[src/rtl/uart_rx_fifo_if.sv]
// CPU-facing bundle of the UART receiver: serial line in, pop/flush strobes, FIFO head and status out.
interface uart_rx_fifo_if;
  logic       RX_IN;
  logic       READ_IN;
  logic       CLEAR_IN;
  logic [7:0] DATA_OUT;
  logic       DATA_PRESENT_OUT;
  logic       HALF_FULL_OUT;
  logic       FULL_OUT;
  logic       FRAMING_ERROR_OUT;
  logic       OVERRUN_OUT;

  modport master (
    output RX_IN, READ_IN, CLEAR_IN,
    input  DATA_OUT, DATA_PRESENT_OUT, HALF_FULL_OUT, FULL_OUT,
           FRAMING_ERROR_OUT, OVERRUN_OUT
  );

  modport slave (
    input  RX_IN, READ_IN, CLEAR_IN,
    output DATA_OUT, DATA_PRESENT_OUT, HALF_FULL_OUT, FULL_OUT,
           FRAMING_ERROR_OUT, OVERRUN_OUT
  );
endinterface

[src/rtl/uart_rx_fifo.sv]
// 8N1 UART receiver (16x oversampling) feeding a first-word fall-through byte FIFO.
// state     | meaning
// IDLE      | line high, waiting for a falling edge
// START     | qualifying the start bit at its midpoint
// DATA      | sampling 8 data bits, LSB first
// STOP      | sampling the stop bit
// WAIT_HIGH | framing error seen, waiting for the line to return high
module uart_rx_fifo #(
  parameter int CLKS_PER_TICK = 54,
  parameter int FIFO_AW       = 4
) (
  input logic          CLK_IN,
  input logic          RESET_N_IN,
  uart_rx_fifo_if.slave bus
);
  localparam int DEPTH = 1 << FIFO_AW;
  localparam int TW    = (CLKS_PER_TICK > 1) ? $clog2(CLKS_PER_TICK) : 1;
  localparam logic [TW-1:0]    TICK_TC = TW'(CLKS_PER_TICK - 1);
  localparam logic [FIFO_AW:0] DEPTH_C = (FIFO_AW + 1)'(DEPTH);
  localparam logic [FIFO_AW:0] HALF_C  = (FIFO_AW + 1)'(DEPTH / 2);

  typedef enum logic [2:0] {S_IDLE, S_START, S_DATA, S_STOP, S_WAIT_HIGH} state_t;

  logic [TW-1:0] div_q;
  logic          tick;
  logic          rx_meta_q, rx_sync_q;
  state_t        state_q, state_d;
  logic [3:0]    os_q, os_d;
  logic [2:0]    bit_q, bit_d;
  logic [7:0]    shift_q, shift_d;
  logic          push_q, push_d;
  logic          ferr_set;

  logic [7:0]         mem_q [DEPTH];
  logic [FIFO_AW-1:0] wr_q, rd_q;
  logic [FIFO_AW:0]   cnt_q;
  logic               ferr_q, ovr_q;
  logic               full, pop, wr_en;

  assign tick = (div_q == TICK_TC);

  always_ff @(posedge CLK_IN or negedge RESET_N_IN) begin
    if (!RESET_N_IN) begin
      div_q     <= '0;
      rx_meta_q <= 1'b1;
      rx_sync_q <= 1'b1;
    end else begin
      div_q     <= tick ? '0 : div_q + 1'b1;
      rx_meta_q <= bus.RX_IN;
      rx_sync_q <= rx_meta_q;
    end
  end

  always_ff @(posedge CLK_IN or negedge RESET_N_IN) begin
    if (!RESET_N_IN) begin
      state_q <= S_IDLE;
      os_q    <= '0;
      bit_q   <= '0;
      shift_q <= '0;
      push_q  <= 1'b0;
    end else begin
      state_q <= state_d;
      os_q    <= os_d;
      bit_q   <= bit_d;
      shift_q <= shift_d;
      push_q  <= push_d;
    end
  end

  always_comb begin
    state_d  = state_q;
    os_d     = os_q;
    bit_d    = bit_q;
    shift_d  = shift_q;
    push_d   = 1'b0;
    ferr_set = 1'b0;
    case (state_q)
      S_IDLE: begin
        if (!rx_sync_q) begin
          os_d    = '0;
          state_d = S_START;
        end
      end
      S_START: begin
        if (tick) begin
          if (os_q == 4'd7) begin
            if (!rx_sync_q) begin
              os_d    = '0;
              bit_d   = '0;
              state_d = S_DATA;
            end else begin
              state_d = S_IDLE;
            end
          end else begin
            os_d = os_q + 4'd1;
          end
        end
      end
      S_DATA: begin
        if (tick) begin
          os_d = os_q + 4'd1;
          if (os_q == 4'd15) begin
            shift_d = {rx_sync_q, shift_q[7:1]};
            bit_d   = bit_q + 3'd1;
            if (bit_q == 3'd7) state_d = S_STOP;
          end
        end
      end
      S_STOP: begin
        if (tick) begin
          os_d = os_q + 4'd1;
          if (os_q == 4'd15) begin
            push_d   = rx_sync_q;
            ferr_set = !rx_sync_q;
            state_d  = rx_sync_q ? S_IDLE : S_WAIT_HIGH;
          end
        end
      end
      S_WAIT_HIGH: begin
        if (rx_sync_q) state_d = S_IDLE;
      end
      default: state_d = S_IDLE;
    endcase
  end

  // A push into a full FIFO is accepted only when a pop frees the slot in the same cycle.
  assign full  = (cnt_q == DEPTH_C);
  assign pop   = bus.READ_IN && (cnt_q != '0);
  assign wr_en = push_q && (!full || pop) && !bus.CLEAR_IN;

  always_ff @(posedge CLK_IN or negedge RESET_N_IN) begin
    if (!RESET_N_IN) begin
      wr_q   <= '0;
      rd_q   <= '0;
      cnt_q  <= '0;
      ferr_q <= 1'b0;
      ovr_q  <= 1'b0;
    end else if (bus.CLEAR_IN) begin
      wr_q   <= '0;
      rd_q   <= '0;
      cnt_q  <= '0;
      ferr_q <= 1'b0;
      ovr_q  <= 1'b0;
    end else begin
      if (wr_en) wr_q <= wr_q + 1'b1;
      if (pop)   rd_q <= rd_q + 1'b1;
      if (wr_en && !pop)      cnt_q <= cnt_q + 1'b1;
      else if (!wr_en && pop) cnt_q <= cnt_q - 1'b1;
      if (ferr_set) ferr_q <= 1'b1;
      if (push_q && full && !pop) ovr_q <= 1'b1;
    end
  end

  always_ff @(posedge CLK_IN or negedge RESET_N_IN) begin
    if (!RESET_N_IN) begin
      for (int i = 0; i < DEPTH; i++) mem_q[i] <= '0;
    end else if (wr_en) begin
      mem_q[wr_q] <= shift_q;
    end
  end

  assign bus.DATA_OUT          = mem_q[rd_q];
  assign bus.DATA_PRESENT_OUT  = (cnt_q != '0);
  assign bus.HALF_FULL_OUT     = (cnt_q >= HALF_C);
  assign bus.FULL_OUT          = full;
  assign bus.FRAMING_ERROR_OUT = ferr_q;
  assign bus.OVERRUN_OUT       = ovr_q;
endmodule

[src/flat_wrapper.sv]
// flat-port wrapper written by rule: the top's interface ports become plain ports
module uart_rx_fifo_flat 
#(
  parameter int CLKS_PER_TICK = 54,
  parameter int FIFO_AW       = 4
)
  (CLK_IN, RESET_N_IN, bus_RX_IN, bus_READ_IN, bus_CLEAR_IN, bus_DATA_OUT, bus_DATA_PRESENT_OUT, bus_HALF_FULL_OUT, bus_FULL_OUT, bus_FRAMING_ERROR_OUT, bus_OVERRUN_OUT);
  uart_rx_fifo_if bus_i ();
  input logic CLK_IN;
  input logic RESET_N_IN;
  input wire logic [$bits(bus_i.RX_IN)-1:0] bus_RX_IN;
  input wire logic [$bits(bus_i.READ_IN)-1:0] bus_READ_IN;
  input wire logic [$bits(bus_i.CLEAR_IN)-1:0] bus_CLEAR_IN;
  output wire logic [$bits(bus_i.DATA_OUT)-1:0] bus_DATA_OUT;
  output wire logic [$bits(bus_i.DATA_PRESENT_OUT)-1:0] bus_DATA_PRESENT_OUT;
  output wire logic [$bits(bus_i.HALF_FULL_OUT)-1:0] bus_HALF_FULL_OUT;
  output wire logic [$bits(bus_i.FULL_OUT)-1:0] bus_FULL_OUT;
  output wire logic [$bits(bus_i.FRAMING_ERROR_OUT)-1:0] bus_FRAMING_ERROR_OUT;
  output wire logic [$bits(bus_i.OVERRUN_OUT)-1:0] bus_OVERRUN_OUT;
  assign bus_i.RX_IN = bus_RX_IN;
  assign bus_i.READ_IN = bus_READ_IN;
  assign bus_i.CLEAR_IN = bus_CLEAR_IN;
  assign bus_DATA_OUT = bus_i.DATA_OUT;
  assign bus_DATA_PRESENT_OUT = bus_i.DATA_PRESENT_OUT;
  assign bus_HALF_FULL_OUT = bus_i.HALF_FULL_OUT;
  assign bus_FULL_OUT = bus_i.FULL_OUT;
  assign bus_FRAMING_ERROR_OUT = bus_i.FRAMING_ERROR_OUT;
  assign bus_OVERRUN_OUT = bus_i.OVERRUN_OUT;
  uart_rx_fifo #(.CLKS_PER_TICK(CLKS_PER_TICK), .FIFO_AW(FIFO_AW)) u_core (.CLK_IN(CLK_IN), .RESET_N_IN(RESET_N_IN), .bus(bus_i));
endmodule
[config.mk]
export PLATFORM = sky130hd
export DESIGN_NAME = uart_rx_fifo_flat
export DESIGN_NICKNAME = d
export VERILOG_FILES = /design/src/rtl/uart_rx_fifo_if.sv /design/src/rtl/uart_rx_fifo.sv /design/src/flat_wrapper.sv
export SDC_FILE = /design/constraint.sdc
export NUM_CORES = 1
export LEC_CHECK = 0
export BUFFER_PORTS_ARGS = -buffer_cell sky130_fd_sc_hd__buf_2
export CAP_MARGIN = 15
export CORE_AREA = 5 5 149 151
export CTS_CLUSTER_DIAMETER = 50
export DETAILED_ROUTE_END_ITERATION = 10
export DIE_AREA = 0 0 154 156
export PLACE_DENSITY_LB_ADDON = 0.15
export SYNTH_ARGS = -nofsm -noshare
export SYNTH_HDL_FRONTEND = slang
export SYNTH_SLANG_ARGS = --single-unit
[constraint.sdc]
create_clock -name CLK_IN -period 3.3 [get_ports CLK_IN]
set_input_delay 0.33 -clock CLK_IN [delete_from_list [all_inputs] [get_ports CLK_IN]]
set_output_delay 0.33 -clock CLK_IN [all_outputs]
set_load 0.02 [all_outputs]
; ---- Word-level counts from Yosys, hierarchy flattened
; Cells that the tools add are included.
[classes]
bitwise_logic = 2
magnitude_cmp = 4
n_reduce_logical = 28
eq_ne = 20
add_sub_neg = 7
mux = 47
[op_table]
columns = cell, count
row1 = $bwmux 128, 1
row2 = $mux 3, 15
row3 = $bmux 8 s4, 1
row4 = $demux 8 s4, 1
row5 = $mux 4, 8
row6 = $mux 8, 3
row7 = $ne 2x1->1 const B, 9
row8 = $mux 5, 3
row9 = $pmux 3 s5, 1
row10 = $add 4x1->4 const B, 3
row11 = $pmux 4 s3, 1
row12 = $ge 5x5->1 const B, 2
row13 = $mux 1, 10
row14 = $not 4->5, 2
row15 = $reduce_bool 2->1, 5
row16 = $reduce_and 9->1, 1
row17 = $logic_and 1x1->1, 8
row18 = $add 6x1->6 const B, 1
row19 = $eq 3x2->1 const B, 2
row20 = $eq 3x3->1 const B, 2
row21 = $eq 6x6->1 const B, 1
row22 = $mux 6, 1
row23 = $pmux 3 s2, 1
row24 = $reduce_and 3->1, 2
row25 = 18 further kinds, 24
[totals]
inputBits = 5
output_inout_bits = 13
register_bits = 170
word_cells = 137

; ---- Longest topological paths before layout
; Gate-level depths: netlist of the first run.
[depth]
ltp_word = 10
mapped_depth = 9
depth_no_buf = 8

; ---- Least setup slack after synthesis of the first run
; OpenSTA, ideal clock, no wires.
[synth_timing]
kind = register -> register
startpoint = register u_core.cnt_q[1]
endpoint = register u_core.cnt_q[4]
n_path_buf = 1
stages_incl_launch_ff = 10
setup_slack_ns = 0.506
t_required_ns = 3.172
period_less_slack_ns = 2.794
setup_ns = 0.128
arrival_ns = 2.666
path_cell_list = dfrtp_1 -> or4_4 -> buf_2 -> nor2_1 -> nand3b_1 -> ha_1 -> a211o_1 -> o21a_1 -> o211ai_1 -> a31oi_1
[synth_via]
elab_chain_cells = 8
word_cells_on_any_way = 17
classes_between = add/sub (2) / eq/ne (1) / mux (3) / reduce/logical (11)
[synth_rtl]
columns = element, line_no
row1 = from (decl), uart_rx_fifo.sv:36  ; logic [FIFO_AW:0] cnt_q;
row2 = from (signal assigned), uart_rx_fifo.sv:147  ; if (wr_en && !pop) cnt_q <= cnt_q + 1'b1;
row3 = from (signal assigned), uart_rx_fifo.sv:148  ; else if (!wr_en && pop) cnt_q <= cnt_q - 1'b1;
row4 = $eq 5x5->1 (*), uart_rx_fifo.sv:127  ; assign full = (cnt_q == DEPTH_C);
row5 = named net bus_FULL_OUT, flat_wrapper.sv:17  ; output wire logic [$bits(bus_i.FULL_OUT)-1:0] bus_FULL_OUT;
row6 = $logic_not 1->1 (*), uart_rx_fifo.sv:129  ; assign wr_en = push_q && (!full || pop) && !bus.CLEAR_IN;
row7 = $logic_or 1x1->1 (*), uart_rx_fifo.sv:129
row8 = $logic_and 1x1->1 (*) (2 in a row), uart_rx_fifo.sv:129
row9 = $logic_and 1x1->1 / $logic_not 1->1 (equally long branches), "uart_rx_fifo.sv:147, uart_rx_fifo.sv:148"
row10 = $mux 5 / $logic_and 1x1->1 (equally long branches), "uart_rx_fifo.sv:147, uart_rx_fifo.sv:148"
row11 = $mux 5 / $reduce_bool 3->1 (equally long branches), n/a
; Mark *: on every way through the listed nets, which the timed path passes. The rest lies on a longest branch. The select of a mux whose other input is x is not followed.
; A chain may end at the register's enable or synchronous reset.

; ---- Final worst setup path of the first run
[layout_timing]
startpoint = register u_core.rd_q[0]
endpoint = output bus_DATA_OUT[5]
[layout_via]
elab_chain_cells = 4
[layout_rtl]
columns = element, line_no
row1 = from (decl), uart_rx_fifo.sv:35  ; logic [FIFO_AW-1:0] wr_q, rd_q;
row2 = from (signal assigned), uart_rx_fifo.sv:146  ; if (pop) rd_q <= rd_q + 1'b1;
row3 = $not 4->5 (implied by the code), uart_rx_fifo.sv:162  ; assign bus.DATA_OUT = mem_q[rd_q];
row4 = $bmux 8 s4, uart_rx_fifo.sv:162
row5 = $mux 8 (implied by the code) (2 in a row), uart_rx_fifo.sv:162
row6 = to (decl), flat_wrapper.sv:14  ; output wire logic [$bits(bus_i.DATA_OUT)-1:0] bus_DATA_OUT;
; Every way passes these cells. The select of a mux whose other input is x is not followed.

==> results of run 1 <==
Yosys cell counts (4+ instances only):
master    count
dfrtp_1     168
mux2_2      132
mux4_2       32
nor2_1       26
clkbuf_1     23
nand2_1      20
a22oi_1      16
ha_1         14
nor2_2       12
a21oi_1      10
o21ai_0       8
a22o_1        7
mux2_1        7
nand3_1       7
nor2b_1       7
o211ai_1      7
xor2_1        7
buf_2         6
inv_1         6
mux2i_1       4
nand2b_1      4
nand3_4       4
nor3_1        4
worst max-delay path by stage:
stage                                      startpoint  slack, ns                     endpoint
after global routing       u_core.rd_q[0]$_DFFE_PN0P_       0.30              bus_DATA_OUT[5]
after global placement    u_core.cnt_q[1]$_DFFE_PN0P_       0.60  u_core.cnt_q[4]$_DFFE_PN0P_
final                      u_core.rd_q[0]$_DFFE_PN0P_       0.39              bus_DATA_OUT[5]
after CTS                  u_core.rd_q[0]$_DFFE_PN0P_       0.37              bus_DATA_OUT[5]
after detailed placement  u_core.cnt_q[1]$_DFFE_PN0P_       0.54  u_core.cnt_q[4]$_DFFE_PN0P_
after floorplan           u_core.cnt_q[1]$_DFFE_PN0P_       0.51  u_core.cnt_q[4]$_DFFE_PN0P_
registers in the layout (all words and copies together) (netlist names):
| name | flops |
|---|---|
| u_core.shift_q | 8 |
| u_core.rx_sync_q | 1 |
| u_core.cnt_q | 5 |
| u_core.push_q | 1 |
| u_core.bus.FRAMING_ERROR_OUT | 1 |
| u_core.state_q | 3 |
| u_core.mem_q | 128 |
| u_core.div_q | 6 |
| u_core.bit_q | 3 |
| u_core.wr_q | 4 |
| u_core.rd_q | 4 |
| u_core.bus.OVERRUN_OUT | 1 |
| u_core.os_q | 4 |
| u_core.rx_meta_q | 1 |
through the flow:
stage	power, W	hold slack [ns]	cells
finish	0.004994	0.2825	882
global route	0.005228	0.3012	882
CTS	0.005065	0.2684	882
detailed placement	0.002991	0.3468	848
global placement	0.002974	0.3499	848
floorplan	0.002770	0.03441	582
critical path, delay by kind of cell, from the launching register on:
| kind | cells | cell delay (ns) |
|---|---|---|
| muxes | 1 | 0.53 |
| and+or+nand+nor | 1 | 0.15 |
| AOI/OAI and AO/OA | 1 | 0.40 |
| buffers and inverters | 2 | 0.48 |
| DFF | 1 | 0.58 |
cell usage in the layout, fill, tap and decap left out, types with 3 or more instances in the layout:
cell,synthesis,routed
clkinvlp_4,0,4
a22o_1,7,7
inv_1,6,6
or2_2,3,3
xnor2_1,3,3
buf_12,0,3
clkbuf_16,0,17
nor3_1,4,4
nor2_2,12,12
mux2_2,132,132
inv_6,0,3
mux2i_1,4,4
buf_2,6,16
buf_4,1,3
a22oi_1,16,16
mux2_1,7,7
xor2_1,7,7
a21oi_1,10,10
nand2_1,20,20
nand2b_1,4,4
and2_1,3,3
and3_1,3,3
nor2_1,26,26
nand3_4,4,4
dfrtp_1,168,167
mux4_2,32,32
nand3_1,7,7
o211ai_1,7,7
o21ai_0,8,8
ha_1,14,14
nand3b_1,3,3
nor2b_1,7,7
metal layers:
metal / track usage (%) / vias up / wire length [um]
li1: - / 2173 / -
met1: 21.62 / 2575 / 8513
met2: 25.08 / 56 / 8485
met3: 2.885 / 18 / 342
met4: 3.911 / 0 / 212
met5: 0 / - / 0
repair_timing:
item	4_1_cts	5_1_grt
endpoints found under the setup margin	0	0
hold buffers	2	0
hold endpoints to repair	4	0
cells by family (layout without fill, tap and decap cells):
logic type / after synthesis / count (layout) / synth area share [%]
AOI/OAI and AO/OA: 65 / 65 / 5.797
adders and majority gates: 15 / 15 / 2.405
DFF: 170 / 170 / 52.45
xor gates and xnor gates: 10 / 10 / 1.079
and+or+nand+nor: 109 / 109 / 7.709
buffers and inverters: 38 / 63 / 1.896
muxes: 175 / 175 / 28.66
area by class of cell:
| cell class | instances | area [sq um] |
|---|---|---|
| fillers | 1905 | 11550 |
| flip-flops and latches | 170 | 4258 |
| multi-input cells | 374 | 3711 |
| clock buffers | 19 | 452.9 |
| well taps | 275 | 344.1 |
| repair buffers | 25 | 193.9 |
| clock inverters | 13 | 161.4 |
| inverters | 6 | 22.52 |
report_power, final:
part / leakage (nW) / switching (W) / total, W / internal, W
combinational: 1.59 / 0.000437 / 0.000740 / 0.000304
sequential: 2.34 / 0.0000865 / 0.00221 / 0.00212
clock: 0.287 / 0.000871 / 0.00205 / 0.00118
total: 4.22 / 0.00139 / 0.00499 / 0.00360
==> flow_metrics.py, run 1 <==
metrics = {
    "clock_tree": {
        "cts_buffer_depth": 2,
        "clk_latency_ns": 0.42,
        "clock_sinks": 170,
        "cts_tree": "built",
        "cts_root_buf": "clkbuf_16",
        "post_cts.repair.setup_buffers": 0,
        "htreeDepth": 4,
        "clkTransAtPathRegs_ns": 0.07,
        "ctsResizeCount": 0,
        "cts_buffers": 17,
    },
    "yosys": {
        "synth_top_area_share_pct": 51.80,
        "ys_async_sr_fraction_pct": 100.0,
        "synth_edf_count": 0,
        "ys_ff_latch": 170,
        "synth-warning-count": 0,
        "ys_types": 56,
        "ys_seq_area_share_pct": 52.45,
        "yosys-top-cells-area": "dfrtp_1 (52%), mux2_2 (18%), mux4_2 (8.9%)",
        "syn_avg_cell_area_sq_um": 13.94,
        "synth_ff_type": "dfrtp_1",
        "synth_cells": 582,
        "synthesis.nets": 602,
        "yosysTopAreaCell": "dfrtp_1",
        "netlist_area_sq_um": 8115,
    },
    "global_routing": {
        "grt_pass1_wl_um": 29210,
        "grtUsageTotal_pct": 15.46,
        "grt_pass1_vias": 5151,
        "grt_max_degree": 86,
        "overflow": 0,
        "antenna_found_initial": 0,
    },
    "sta": {
        "relSlewSlack_pct": 39.55,
        "setup_viol": 0,
        "tns_ns": 0,
        "worst_slack_ns": 0.3870,
        "finalCriticalPeriod_ns": 2.913,
        "maxSlewViolCount": 0,
        "final_hold_viol_count": 0,
        "fmax_ghz": 0.3433,
        "rsz0062_at_grt": "no",
        "skew_ns": 0.01159,
        "worst_pin_slew_ns": 0.9048,
        "finalCritPeriodShare_pct": 88.27,
    },
    "floorplanning": {
        "ios": 18,
        "core.rowCount": 53,
        "die_h_um": 156,
        "die-area_sq_um": 24020,
        "fp.dieW_um": 154,
        "core_area_sq_um": 20690,
        "start_util_pct": 39.22,
    },
    "routing": {
        "ant_nets": 0,
        "drtPass1Iterations": 4,
        "avgViaCountPerCell": 5.467,
        "initialDrtViolationCount": 257,
        "drc": 0,
        "vias": 4822,
        "drt-total-wl_um": 17550,
        "wire_per_inst_um": 19.90,
    },
    "final_layout": {
        "nets": 614,
        "drive_gt1_share_pct": 41.02,
        "antennaDiodeCount": 0,
        "syn2layout_area_growth_pct": 12.67,
        "final_util_pct": 44.19,
        "stdcell_area_sq_um": 9144,
    },
    "power_and_ir_drop": {
        "p_leak_nw": 4.221,
        "p_per_area_nw_per_um2": 546.2,
        "vdd_drop_max_mv": 0.2860,
    },
    "worst_hold_path": {
        "worst_hold_path_type": "in2reg",
        "whs_path_depth": 2,
        "min_to": "u_core.rd_q[1]$_DFFE_PN0P_",
        "min-delay-start": "bus_CLEAR_IN",
    },
    "setup_path": {
        "reg2regPathDepth": 8,
        "timing.rr.end": "u_core.cnt_q[4]$_DFFE_PN0P_",
        "cpPeakStageDelay_ns": 0.58,
        "crit_arrival_ns": 2.58,
        "crit_path_cell_trace": "buf_12, mux4_2, a22oi_1, nand2_1, buf_2",
        "critPathLaunchType": "flip-flop",
        "ff2ff_setup_slack_ns": 0.52,
        "crit_type": "reg2out",
        "reg2reg_from": "u_core.cnt_q[0]$_DFFE_PN0P_",
        "cp_max_fo": 27,
        "cp_data_required_time_ns": 2.97,
        "crit_path_end_kind": "output port",
        "crit_path_top_delay_cell": "dfrtp_2",
    },
    "outcome": {
        "status": "finished clean",
    },
    "run": {
        "maxCapViolCount": 0,
    },
    "placement": {
        "dpl_cell_area_sq_um": 8509,
        "dp_hpwl_um": 11280,
        "portBuffers": 17,
        "gp_congestion": 0.7530,
        "pre_cts_slack_ns": 0.5386,
    },
}
No activity file was read; power rests on OpenSTA's default activity.
==> run 2: changes to the inputs <==
--- a/config.mk
+++ b/config.mk
@@ -5,12 +5,12 @@
 export SDC_FILE = /design/constraint.sdc
 export NUM_CORES = 1
 export LEC_CHECK = 0
-export BUFFER_PORTS_ARGS = -buffer_cell sky130_fd_sc_hd__buf_2
 export CAP_MARGIN = 15
 export CORE_AREA = 5 5 149 151
 export CTS_CLUSTER_DIAMETER = 50
 export DETAILED_ROUTE_END_ITERATION = 10
 export DIE_AREA = 0 0 154 156
+export DONT_BUFFER_PORTS = 1
 export PLACE_DENSITY_LB_ADDON = 0.15
 export SYNTH_ARGS = -nofsm -noshare
 export SYNTH_HDL_FRONTEND = slang
==> constraint.sdc (replaced) <==
create_clock -name CLK_IN -period 3.3 [get_ports CLK_IN]
set_input_delay 0.165 -clock CLK_IN [delete_from_list [all_inputs] [get_ports CLK_IN]]
set_output_delay 0.165 -clock CLK_IN [all_outputs]
set_load 0.02 [all_outputs]
==> flow_metrics.py, run 2 (synthesized netlist as in run 1, its figures left out) <==
metrics = {
    "outcome": {
        "status": "complete, but fails checks",
        "violations": "negative hold slack",
    },
    "clock_tree": {
        "postCtsHoldBufs": 4,
        "cts_root_buf": "clkbuf_16",
        "cts_buffer_depth": 2,
        "cts_buffers": 17,
        "htreeDepth": 4,
        "clock_sinks": 170,
        "cts_tree": "built",
        "clkTransAtPathRegs_ns": 0.07,
        "clk_latency_ns": 0.43,
        "ctsResizeCount": 0,
        "post_cts.repair.setup_buffers": 0,
    },
    "sta": {
        "skew_ns": 0.008665,
        "fmax_ghz": 0.3524,
        "worst_pin_slew_ns": 0.8712,
        "relSlewSlack_pct": 41.80,
        "final_hold_viol_count": 170,
        "finalCriticalPeriod_ns": 2.838,
        "setup_viol": 0,
        "rsz0062_at_grt": "no",
        "whs_ns": -0.5695,
        "maxSlewViolCount": 0,
        "tns_ns": 0,
        "finalCritPeriodShare_pct": 85.99,
    },
    "placement": {
        "portBuffers": 0,
        "gp_congestion": 0.7758,
        "dp_hpwl_um": 11020,
        "dpl_cell_area_sq_um": 8393,
    },
    "floorplanning": {
        "ios": 18,
        "core_area_sq_um": 20690,
        "fp.dieW_um": 154,
        "die-area_sq_um": 24020,
        "start_util_pct": 39.22,
        "die_h_um": 156,
        "core.rowCount": 53,
    },
    "worst_hold_path": {
        "worst_hold_path_type": "in2async",
    },
    "power_and_ir_drop": {
        "p_per_area_nw_per_um2": 565.4,
        "vdd_drop_max_mv": 0.3333,
        "p_leak_nw": 4.168,
    },
    "final_layout": {
        "regMostFlops": "u_core.mem_q",
        "final_cell_mix": "dfrtp_1 (167), mux2_2 (132), mux4_2 (32)",
        "syn2layout_area_growth_pct": 12.15,
        "multiInputGateArea_sq_um": 3711,
        "nets": 599,
        "drive_gt1_share_pct": 39.19,
        "stdcell_area_sq_um": 9101,
        "antennaDiodeCount": 0,
        "register_area_sq_um": 4258,
        "final_common_cell": "dfrtp_1",
        "largestRegisters": "u_core.mem_q (128), u_core.shift_q (8), u_core.div_q (6)",
        "fillCellCount": 1868,
        "largest_reg_flops": 128,
    },
    "routing": {
        "vias": 4696,
        "ant_nets": 0,
        "dr_wl_met3_um": 647,
        "highest_layer": "met4",
        "wire_per_inst_um": 20.83,
        "initialDrtViolationCount": 207,
        "wl_met2_um": 8846,
        "avgViaCountPerCell": 5.416,
        "drt-total-wl_um": 18060,
        "drc": 0,
        "drt-met1-wl_um": 8314,
        "drtPass1Iterations": 4,
    },
    "run": {
        "maxCapViolCount": 0,
    },
    "setup_path": {
        "crit_path_end_kind": "flip-flop",
        "crit_type": "reg2reg",
        "cp_data_required_time_ns": 3.59,
        "cp_max_fo": 13,
        "crit_arrival_ns": 3.13,
        "critPathLaunchType": "flip-flop",
    },
    "global_routing": {
        "grtUsageTotal_pct": 15.79,
        "grt_pass1_wl_um": 29340,
        "grt_max_degree": 171,
        "overflow": 0,
        "antenna_found_initial": 0,
        "grt_pass1_vias": 5059,
    },
}
run 2: worst paths after layout:
path                                              from  slack (ns)  cells after the start                            to
max                        u_core.cnt_q[1]$_DFFE_PN0P_        0.46                      8   u_core.cnt_q[4]$_DFFE_PN0P_
min                                         RESET_N_IN       -0.57                      0     u_core.div_q[0]$_DFF_PN0_
max reg2reg                u_core.cnt_q[1]$_DFFE_PN0P_        0.46                      8   u_core.cnt_q[4]$_DFFE_PN0P_
min reg2reg                 u_core.rx_meta_q$_DFF_PN1_        0.36                      0    u_core.rx_sync_q$_DFF_PN1_
max in group asynchronous                   RESET_N_IN        3.46                      0  u_core.mem_q[87]$_DFFE_PN0P_
min in group CLK_IN                        bus_READ_IN        0.08                      3    u_core.rd_q[1]$_DFFE_PN0P_
run 2: critical path, stage by stage (launching register included):
cell      delay, ns
dfrtp_1        0.46
or4_4          0.68
nand2_1        0.11
nand3b_1       0.22
fa_1           0.49
a211o_1        0.32
o21a_1         0.14
o211ai_1       0.18
a31oi_1        0.10
run 2: through the flow:
stage	instances	hold slack (ns)	utilization, %	setup slack (ns)	power [W]
floorplan	582	-0.1306	-	0.5063	0.002770
global placement	831	-0.1230	40.57	0.6104	0.002897
detailed placement	831	-0.1243	40.57	0.4999	0.002912
CTS	867	-0.5882	43.99	0.4602	0.005203
global route	867	-0.5919	43.99	0.3189	0.005334
finish	867	-0.5695	43.99	0.4624	0.005146
run 2: layer usage:
layer  track usage [%]  vias to the layer above
met4             4.962                        0
met1             20.92                     2471
li1                  -                     2150
met5                 0                        -
met2             26.33                       59
met3             3.135                       16
run 2: power by group:
part           internal [W]  switching, W  total, W
combinational      0.000278      0.000398  0.000676
sequential          0.00212     0.0000830   0.00220
clock               0.00138      0.000885   0.00227
total               0.00378       0.00137   0.00515
run 2: final cells by class:
type,instances,area share (%)
multi-input combinational,374,40.78
sequential,170,46.78
clock buffer,18,4.825
clock inverter,14,2.516
inverter,6,0.2475
timing repair buffer,10,1.072
tap,275,3.781
